===== src/rtl/input_fifo_handshake_if.sv =====
// Handshake and read-side bundle between the upstream output arbiter,
// the input FIFO, and the local output arbiters.
interface input_fifo_handshake_if #(
    parameter int DATA_WIDTH = 32,
    parameter int DEPTH      = 4
);
    localparam int PTR_W = $clog2(DEPTH);

    logic [DATA_WIDTH-1:0] RX;
    logic                  DRTS;
    logic                  read_en_N;
    logic                  read_en_E;
    logic                  read_en_W;
    logic                  read_en_S;
    logic                  read_en_L;
    logic                  CTS;
    logic [DATA_WIDTH-1:0] Data_out;
    logic                  empty;
    logic                  full;
    logic [PTR_W:0]        count;

    // FIFO side: receives flits and pop requests, reports CTS and status.
    modport slave (
        input  RX, DRTS, read_en_N, read_en_E, read_en_W, read_en_S, read_en_L,
        output CTS, Data_out, empty, full, count
    );

    // Environment side: upstream sender plus the local output arbiters.
    modport master (
        output RX, DRTS, read_en_N, read_en_E, read_en_W, read_en_S, read_en_L,
        input  CTS, Data_out, empty, full, count
    );
endinterface


===== src/rtl/input_fifo_handshake.sv =====
// Router input port: answers upstream RTS with a one-cycle CTS pulse,
// captures the flit on the handshake cycle into a circular FIFO, and
// presents the head flit first-word fall-through to the output arbiters.
module input_fifo_handshake #(
    parameter int DATA_WIDTH = 32,
    parameter int DEPTH      = 4
) (
    input logic                  clk,
    input logic                  rst,
    input_fifo_handshake_if.slave bus
);
    localparam int PTR_W = $clog2(DEPTH);
    localparam logic [PTR_W:0] FULL_CNT = (PTR_W + 1)'(DEPTH);
    localparam logic [PTR_W:0] CNT_ONE  = (PTR_W + 1)'(1);
    localparam logic [PTR_W-1:0] PTR_ONE = PTR_W'(1);

    logic [DATA_WIDTH-1:0] mem [DEPTH];
    logic [PTR_W-1:0]      read_ptr;
    logic [PTR_W-1:0]      write_ptr;
    logic [PTR_W:0]        count;
    logic                  cts;

    logic empty;
    logic full;
    logic read_en;
    logic write_en;
    logic pop;
    logic cts_next;

    assign empty    = (count == '0);
    assign full     = (count == FULL_CNT);
    assign read_en  = bus.read_en_N | bus.read_en_E | bus.read_en_W |
                      bus.read_en_S | bus.read_en_L;
    // A CTS pulse that upstream did not answer is simply lost.
    assign write_en = bus.DRTS & cts;
    assign pop      = read_en & ~empty;
    // CTS drops for at least one cycle after every pulse, so the full check
    // always sees occupancy that already includes the previous write.
    assign cts_next = bus.DRTS & ~cts & ~full;

    // Control state: CTS, pointers and occupancy.
    always_ff @(posedge clk) begin
        if (rst) begin
            cts       <= 1'b0;
            read_ptr  <= '0;
            write_ptr <= '0;
            count     <= '0;
        end else begin
            cts <= cts_next;
            if (write_en) begin
                write_ptr <= write_ptr + PTR_ONE;
            end
            if (pop) begin
                read_ptr <= read_ptr + PTR_ONE;
            end
            case ({write_en, pop})
                2'b10:   count <= count + CNT_ONE;
                2'b01:   count <= count - CNT_ONE;
                default: count <= count;
            endcase
        end
    end

    // Flit storage; not cleared by reset, but a flit arriving during reset is dropped.
    always_ff @(posedge clk) begin
        if (write_en && !rst) begin
            mem[write_ptr] <= bus.RX;
        end
    end

    assign bus.CTS      = cts;
    assign bus.Data_out = mem[read_ptr];
    assign bus.empty    = empty;
    assign bus.full     = full;
    assign bus.count    = count;
endmodule


===== src/flat_wrapper.sv =====
// flat-port wrapper written by rule: the top's interface ports become plain ports
module input_fifo_handshake_flat 
#(
    parameter int DATA_WIDTH = 32,
    parameter int DEPTH      = 4
)
  (clk, rst, bus_RX, bus_DRTS, bus_read_en_N, bus_read_en_E, bus_read_en_W, bus_read_en_S, bus_read_en_L, bus_CTS, bus_Data_out, bus_empty, bus_full, bus_count);
  input_fifo_handshake_if #(.DATA_WIDTH(DATA_WIDTH), .DEPTH(DEPTH)) bus_i ();
  input logic clk;
  input logic rst;
  input wire logic [$bits(bus_i.RX)-1:0] bus_RX;
  input wire logic [$bits(bus_i.DRTS)-1:0] bus_DRTS;
  input wire logic [$bits(bus_i.read_en_N)-1:0] bus_read_en_N;
  input wire logic [$bits(bus_i.read_en_E)-1:0] bus_read_en_E;
  input wire logic [$bits(bus_i.read_en_W)-1:0] bus_read_en_W;
  input wire logic [$bits(bus_i.read_en_S)-1:0] bus_read_en_S;
  input wire logic [$bits(bus_i.read_en_L)-1:0] bus_read_en_L;
  output wire logic [$bits(bus_i.CTS)-1:0] bus_CTS;
  output wire logic [$bits(bus_i.Data_out)-1:0] bus_Data_out;
  output wire logic [$bits(bus_i.empty)-1:0] bus_empty;
  output wire logic [$bits(bus_i.full)-1:0] bus_full;
  output wire logic [$bits(bus_i.count)-1:0] bus_count;
  assign bus_i.RX = bus_RX;
  assign bus_i.DRTS = bus_DRTS;
  assign bus_i.read_en_N = bus_read_en_N;
  assign bus_i.read_en_E = bus_read_en_E;
  assign bus_i.read_en_W = bus_read_en_W;
  assign bus_i.read_en_S = bus_read_en_S;
  assign bus_i.read_en_L = bus_read_en_L;
  assign bus_CTS = bus_i.CTS;
  assign bus_Data_out = bus_i.Data_out;
  assign bus_empty = bus_i.empty;
  assign bus_full = bus_i.full;
  assign bus_count = bus_i.count;
  input_fifo_handshake #(.DATA_WIDTH(DATA_WIDTH), .DEPTH(DEPTH)) u_core (.clk(clk), .rst(rst), .bus(bus_i));
endmodule

===== config.mk =====
export PLATFORM = sky130hd
export DESIGN_NAME = input_fifo_handshake_flat
export DESIGN_NICKNAME = d
export VERILOG_FILES = /design/src/rtl/input_fifo_handshake_if.sv /design/src/rtl/input_fifo_handshake.sv /design/src/flat_wrapper.sv
export SDC_FILE = /design/constraint.sdc
export NUM_CORES = 1
export LEC_CHECK = 0
export CAP_MARGIN = 20
export CORE_UTILIZATION = 53
export DETAILED_ROUTE_END_ITERATION = 10
export GPL_TIMING_DRIVEN = 0
export PLACE_DENSITY_LB_ADDON = 0.12
export SLEW_MARGIN = 10
export SYNTH_ARGS = -nofsm -noshare
export SYNTH_HDL_FRONTEND = slang
export SYNTH_SLANG_ARGS = --single-unit

===== constraint.sdc =====
create_clock -name clk -period 2.38 [get_ports clk]
set_input_delay 0.238 -clock clk [delete_from_list [all_inputs] [get_ports clk]]
set_output_delay 0.238 -clock clk [all_outputs]
set_load 0.005 [all_outputs]

Yosys cells after proc, flatten, opt, wreduce, memory -nomap -nowiden. Memory sizes are Yosys's and may differ from the RTL's. A register that Yosys moved wholly into a read port is not among the register bits. Cells that the tools add are included.

Register bits after elaboration: 8. Bits in writable memories: 128. Bits of input ports: 40. Output and inout port bits: 38. Word-level logic and storage cells: 32. Memories: 1.

Memories: u_core.mem (depth 4, bits a word 32, rd ports 1, clocked after memory_dff 1, write ports 1, RTL line input_fifo_handshake.sv:17) `logic [DATA_WIDTH-1:0] mem [DEPTH];`.

Add/subtract/negate cells: 4. Equal/unequal tests: 3. Multiplexer cells: 5. Bitwise operators: 11. Reductions and logical operators: 4.

Operators with widths (count): one-hot mux 3 bit (2 select lines) (1); adder 2 x 1 -> 2 bit, second input constant (2); AND 1 bit (4); 2-to-1 mux 2 bit (2); OR 1 bit (4); adder 3 x 1 -> 3 bit, second input constant (1); equality test 3 bit, second input constant (1); zero test 3 bit (1); inverter 1 bit (3); subtractor 3 x 1 -> 3 bit, second input constant (1); equality test 2 x 1 -> 1 bit, second input constant (1); equality test 2 bit, second input constant (1); 2-to-1 mux 1 bit (2); nonzero test 2 bit (1); logical AND 1 bit (1); zero test 1 bit (1).

Logic depth before layout (Yosys ltp). Gate-level depths: netlist of run 1.

Depth after elaboration: 7. Gate-level depth with buffers: 8.

Worst setup path after synthesis of run 1. Ideal clock, no wire load.

Kind: register to register. Start: reg u_core.count[0] (netlist: u_core.bus.count[0]). End: reg u_core.count[2] (netlist: u_core.bus.count[2]). Library setup time: 71 ps. Arrival time: 1796 ps. Data required time: 2309 ps. Path slack: 513 ps. Stages on the path, launching flop included: 9. Path buffers: 0. Clock period less this slack: 1867 ps. Cell sequence: dfxtp_1 -> nor3_2 -> a21oi_2 -> ha_1 -> inv_1 -> fa_1 -> xor2_1 -> or3_1 -> a21oi_1.

Longest elaborated chain between the ends: 5. Elaborated cells on any way between the ends: 9. Those cells by class: add/sub (2); eq/ne (2); mux (1); bitwise (2); reduce/logical (2).

Ends and longest elaborated chain: start: declaration (RTL line input_fifo_handshake.sv:20) `logic [PTR_W:0] count;`; start signal: assignment (RTL line input_fifo_handshake.sv:57) `2'b10: count <= count + CNT_ONE;`; start signal: assignment (RTL line input_fifo_handshake.sv:58) `2'b01: count <= count - CNT_ONE;`; start signal: assignment (RTL line input_fifo_handshake.sv:59) `default: count <= count;`; zero test 3 bit (*) (RTL line input_fifo_handshake.sv:30) `assign empty = (count == '0);`; net bus_empty (RTL line flat_wrapper.sv:20) `output wire logic [$bits(bus_i.empty)-1:0] bus_empty;`; inverter 1 bit (*) (RTL line input_fifo_handshake.sv:36) `assign pop = read_en & ~empty;`; AND 1 bit (*) (RTL line input_fifo_handshake.sv:36); net u_core.pop (RTL line input_fifo_handshake.sv:27) `logic pop;`; equality test 2 x 1 -> 1 bit / equality test 2 bit (equally long branches) (RTL line input_fifo_handshake.sv:56) `case ({write_en, pop})`; one-hot mux 3 bit (2 select lines) / nonzero test 2 bit (equally long branches).

The timed path passes the listed nets; every way through them passes the cells marked *. A chain may end at the register's enable or synchronous reset.

==> results of run 1 <==
## power groups by stage
stage	Clock, mW	Combinational [mW]	Sequential [mW]
2_1_floorplan	0	0.912	2.81
3_3_place_gp	0	1.61	2.82
3_5_place_dp	0	1.63	2.82
4_1_cts	2.45	1.62	2.77
5_1_grt	2.56	1.85	2.77
6_report	2.42	1.70	2.77
## routing by layer
layer  track usage, %  up-vias
li1                 -     1159
met1             22.7     1299
met2             31.3       60
met3             5.27        6
met4             7.92        0
met5                0        -
## Yosys cell counts, types with 2 or more instances
cell type    n  area [µm²]
buf_12       3        60.1
nor2_1       8        30.0
buf_2        3        15.0
and2_1       4        25.0
mux2_1       3        33.8
mux4_1       2        52.6
inv_1        7        26.3
mux4_2      30         676
xor2_1       2        17.5
a21oi_1      3        15.0
dfxtp_1     10         200
ha_1         5        62.6
edfxtp_1   128        3840
nand2_1      2        7.51
## final timing paths
| check | slack [ns] | depth (start not counted) | start | end |
|---|---|---|---|---|
| min reg2reg | 0.48 | 1 | u_core.bus.CTS$_SDFF_PP0_ | u_core.bus.CTS$_SDFF_PP0_ |
| min | 0.36 | 3 | bus_DRTS | u_core.write_ptr[1]$_SDFFE_PP0P_ |
| max | 0.09 | 4 | flip-flop | bus_Data_out[5] |
| max reg2reg | 0.35 | 8 | u_core.bus.count[0]$_SDFFE_PP0P_ | u_core.bus.count[2]$_SDFFE_PP0P_ |
## final cells by class
class / instances / area share, %
Timing Repair Buffer: 95 / 14.4
Multi-Input combinational cell: 71 / 15.0
Sequential cell: 138 / 58.4
Buffer: 8 / 1.37
Clock inverter: 14 / 2.01
Tap cell: 129 / 2.33
Inverter: 7 / 0.380
Clock buffer: 18 / 6.04
## registers in the layout, indices dropped and copies added, names as in the netlist, named ones only
name	count
u_core.read_ptr	2
u_core.bus.CTS	1
u_core.mem	128
u_core.bus.count	3
u_core.write_ptr	2
## worst max-delay path: cells and delay by family (launching register included)
family                 cells  cell delay [ns]
buffers and inverters      3             0.74
flip-flops                 1             0.32
multiplexers               1             0.48
## stage by stage
step	util, %	instances	power [mW]	area [µm²]	setup slack (ns)
after detailed placement	66.5	434	4.45	6230	0.00987
after floorplan	-	224	3.72	5190	0.513
after global placement	65.4	430	4.42	6130	-0.539
final	73.9	480	6.89	6920	0.0863
after CTS	72.5	468	6.84	6790	0.000593
after global routing	73.9	480	7.18	6920	0.00101
## logic make-up after synthesis
kind of cell | synth area share, %
adder cells (fa/ha/maj) | 1.59
buffers and inverters | 2.24
AND/OR/NAND/NOR | 2.43
AO/OA/AOI/OAI | 0.699
flip-flops | 77.9
XOR/XNOR | 0.506
multiplexers | 14.7
## timing repair
item,in CTS,in global routing
setup buffers,2,12
gates resized for setup,9,15
endpoints found under the setup margin,13,20
==> results_dict.tcl, run 1 <==
set metrics [dict create \
    status "complete, no violations" \
    yosysUniqueCellTypes 28 \
    die_h_um 101 \
    power_switching_mw 1.69 \
    final_common_cell "edfxtp_1" \
    crit_chain "buf_6 -> buf_12 -> mux4_2 -> clkdlybuf4s50_1" \
    syn_nets 270 \
    wl_met1_mm 3.75 \
    cp_max_fo 8 \
    die_area_um2 10200 \
    dp_hpwl_mm 5.47 \
    syn-cell-area_um2 5190 \
    ys_seq_elements 138 \
    synthFlopType "edfxtp_1" \
    vias_per_cell 5.26 \
    p_int_mw 5.20 \
    pin_count 78 \
    antenna_found_initial 0 \
    port_buffers 77 \
    wire_per_inst_um 18.3 \
    holdBufCountCts 0 \
    swShare_pct 24.5 \
    nets 384 \
    hold_violations 0 \
    regArea_um2 4040 \
    grt_overflow_total 0 \
    syn_to_final_growth_pct 33.3 \
    routabilityCongestion 0.707 \
    route.met3.wl_um 350 \
    diodes 0 \
    clk_path_buf_depth 2 \
    cp-end-kind "output pin" \
    top_layer_used "met4" \
    htreeDepth 4 \
    skew_ns 0.00852 \
    final_cell_mix "edfxtp_1 (128), clkdlybuf4s50_1 (55), mux4_2 (30)" \
    cts_sinks 138 \
    drcViolationCount 0 \
    setup_tns_ns 0 \
    synth_edf_count 128 \
    final_layout_size_suffix_gt1_share_pct 26.5 \
    worstPathRequired_ns 2.14 \
    tightest_slew_ns 0.490 \
    grt_pass1_wl_mm 13.2 \
    clk_pin_slew_ns 0.06 \
    rows 35 \
    cts-buffers-inserted 17 \
    relSlewSlack_pct 67.3 \
    fmax_mhz 436 \
    finalCriticalPeriod_ns 2.29 \
    start_util_pct 55.4 \
    multi_input_area_um2 1040 \
    combPwrFrac_pct 24.7 \
    finalCritPeriodShare_pct 96.4 \
    rsz0062_at_grt "no" \
    p_seq_share_pct 40.2 \
    clk_latency_ns 0.51 \
    fill_cells 584 \
    p_per_area_nw_per_um2 996 \
    yosys_warnings 0 \
    worst-setup-path-type "flip-flop to output pin" \
    grt_use_total_pct 18.6 \
    initialDrtViolationCount 121 \
    clock_power_share_pct 35.1 \
    hp-class "input pin to flip-flop" \
    async_flop_share_pct 0 \
    syn_avg_cell_area_um2 23.2 \
    hold_slack_ns 0.358 \
    postRouteAntennaNets 0 \
    drt_first_pass_iters 4 \
    critPathLaunchType "flip-flop" \
    slowest_stage "mux4_2" \
    cts_tree "built" \
    wl_mm 8.78 \
    root_buffer "clkbuf_8" \
    report.final.slew_viol_count 0 \
    fp.dieW_um 101 \
    synth_cells 224 \
    design.core.area_um2 9370 \
    timing.max_cap.violations 0 \
    grt_pass1_vias 2618 \
    ir_worst_vdd_mv 0.533 \
    p_leak_nw 2.41 \
    grt_max_degree 27 \
    dr_total_vias 2524 \
    setup_viol 0 \
    synth_seq_area_share_pct 77.9 \
    cp_data_arrival_time_ns 2.06 \
    max_stage_delay_ns 0.48 \
    met2_length_mm 4.62 \
]
(Power assumes the default switching activity.)
==> run 2, diff against run 1 <==
CORE_UTILIZATION = 57   (was 53)
SLEW_MARGIN = 40   (was 10)
clock period = 2.7 ns   (was 2.38 ns; I/O delays follow)
==> run 2 against run 1 <==
Against the previous run:
- non-clock buffer count decreased by 18
- sequential share of layout area increased by 1.9 points
- highest routed layer unchanged
- core utilization increased by 2.6 points
- sequential power decreased by 12%
- critical path type unchanged
- power decreased by 11%
- clock skew about the same
==> results_dict.tcl, run 2 (synthesis gave the netlist of run 1 again) <==
set metrics [dict create \
    holdPathEnd "u_core.write_ptr[1]$_SDFFE_PP0P_" \
    final_layout_size_suffix_gt1_share_pct 22.2 \
    largest-register "u_core.mem" \
    critPathLaunchType "flip-flop" \
    port_buffers 77 \
    rr_startpoint "u_core.bus.count[0]$_SDFFE_PP0P_" \
    cts_sinks 138 \
    pin_count 78 \
    hp-class "input pin to flip-flop" \
    worstReg2RegEnd "u_core.bus.count[2]$_SDFFE_PP0P_" \
    grt_max_degree 33 \
    drt_first_pass_iters 4 \
    fp.dieW_um 97.5 \
    diodes 0 \
    slowest_stage "mux4_2" \
    finalCriticalPeriod_ns 2.41 \
    top_regs "u_core.mem (128), u_core.bus.count (3)" \
    p_per_area_nw_per_um2 916 \
    rsz0062_at_grt "no" \
    postRouteAntennaNets 0 \
    wl_mm 8.70 \
    final_cell_mix "edfxtp_1 (128), clkdlybuf4s50_1 (77), mux4_2 (30)" \
    cp-end-kind "output pin" \
    setup_tns_ns 0 \
    start_util_pct 59.3 \
    dr_total_vias 2468 \
    min-delay-start "bus_DRTS" \
    power_mw 6.13 \
    wl_met1_mm 3.72 \
    design.core.area_um2 8760 \
    nets 366 \
    route.met3.wl_um 404 \
    clk_pin_slew_ns 0.06 \
    hold_violations 0 \
    finalCritPeriodShare_pct 89.1 \
    reg2reg_slack_ns 0.68 \
    dp_hpwl_mm 5.04 \
    syn_to_final_growth_pct 29.0 \
    dp.cells 409 \
    cp_data_arrival_time_ns 2.14 \
    layout_setup_ws_ns 0.295 \
    dp_slack_ns 0.265 \
    largest_reg_flops 128 \
    htreeDepth 4 \
    min_path_cells 3 \
    setup_viol 0 \
    status "complete, no violations" \
    vias_per_cell 5.60 \
    cts_resized 0 \
    drcViolationCount 0 \
    grt_pass1_wl_mm 14.1 \
    report.final.slew_viol_count 0 \
    rr_worst_depth 8 \
    post_cts_buffers 0 \
    rows 34 \
    hold_slack_ns 0.396 \
    root_buffer "clkbuf_8" \
    clk_path_buf_depth 2 \
    clk_latency_ns 0.50 \
    die_area_um2 9500 \
    final_cells 441 \
    relSlewSlack_pct 67.1 \
    crit_chain "buf_6 -> buf_12 -> mux4_2 -> clkdlybuf4s50_1" \
    wire_per_inst_um 19.7 \
    max_stage_delay_ns 0.53 \
    initialDrtViolationCount 84 \
    cp_max_fo 10 \
    die_h_um 97.5 \
    cts_tree "built" \
    grt_overflow_total 0 \
    grt_pass1_vias 2604 \
    routabilityCongestion 0.686 \
    grt_use_total_pct 20.5 \
    final_common_cell "edfxtp_1" \
    antenna_found_initial 0 \
    skew_ns 0.00866 \
    fmax_mhz 416 \
    tightest_slew_ns 0.494 \
    met2_length_mm 4.56 \
    top_layer_used "met4" \
    timing.max_cap.violations 0 \
    p_leak_nw 2.18 \
    worst-setup-path-type "flip-flop to output pin" \
    worstPathRequired_ns 2.43 \
    holdBufCountCts 0 \
    ir_worst_vdd_mv 0.749 \
    cts-buffers-inserted 17 \
]
run 2: cell count changes in the layout (fill, tap and decap cells not counted), moves of 2 or more:
cell,before,now
bufinv_16,1,3
buf_16,3,0
buf_4,14,0
clkdlybuf4s50_1,55,77
clkbuf_4,2,0
and2_4,0,4
dlygate4sd2_1,9,0
dlymetal6s2s_1,13,0
and2_2,4,0
buf_2,1,3
inv_6,6,2
run 2: critical path, delay by kind of cell, from the launching register on:
family	cells	cell delay [ns]
buffers and inverters	3	0.78
muxes	1	0.53
DFF	1	0.32
run 2: area by class of cell:
cell class,instances,area [µm²]
Buffer,8,90.1
Clock buffer,18,418
Clock inverter,14,171
Fill cell,498,2060
Inverter,7,26.3
Multi-Input combinational cell,71,1040
Sequential cell,138,4040
Tap cell,108,135
Timing Repair Buffer,77,771
run 2: how the worst max path moves through the flow:
stage,startpoint,cells after the start,end
2_1_floorplan,u_core.bus.count[0]$_SDFFE_PP0P_,8,u_core.bus.count[2]$_SDFFE_PP0P_
3_3_place_gp,rst,4,u_core.mem[3][25]$_DFFE_PP_
3_5_place_dp,bus_read_en_W,9,u_core.bus.count[2]$_SDFFE_PP0P_
4_1_cts,flip-flop,4,bus_Data_out[19]
5_1_grt,flip-flop,4,bus_Data_out[19]
6_report,flip-flop,4,bus_Data_out[19]
run 2: layer usage:
metal	vias up	global-route usage, %
met4	0	5.77
met5	-	0
met3	2	7.05
li1	1119	-
met2	69	32.7
met1	1278	27.2
run 2: metrics by stage:
step | instance area [µm²] | utilization (%)
2_1_floorplan | 5190 | -
3_3_place_gp | 6100 | 69.6
3_5_place_dp | 6110 | 69.7
4_1_cts | 6700 | 76.4
5_1_grt | 6700 | 76.4
6_report | 6700 | 76.4
run 2: report_power, final:
group,total [mW],internal [mW],switching (mW)
Sequential,2.44,2.40,0.0422
Combinational,1.41,0.890,0.524
Clock,2.28,1.41,0.870
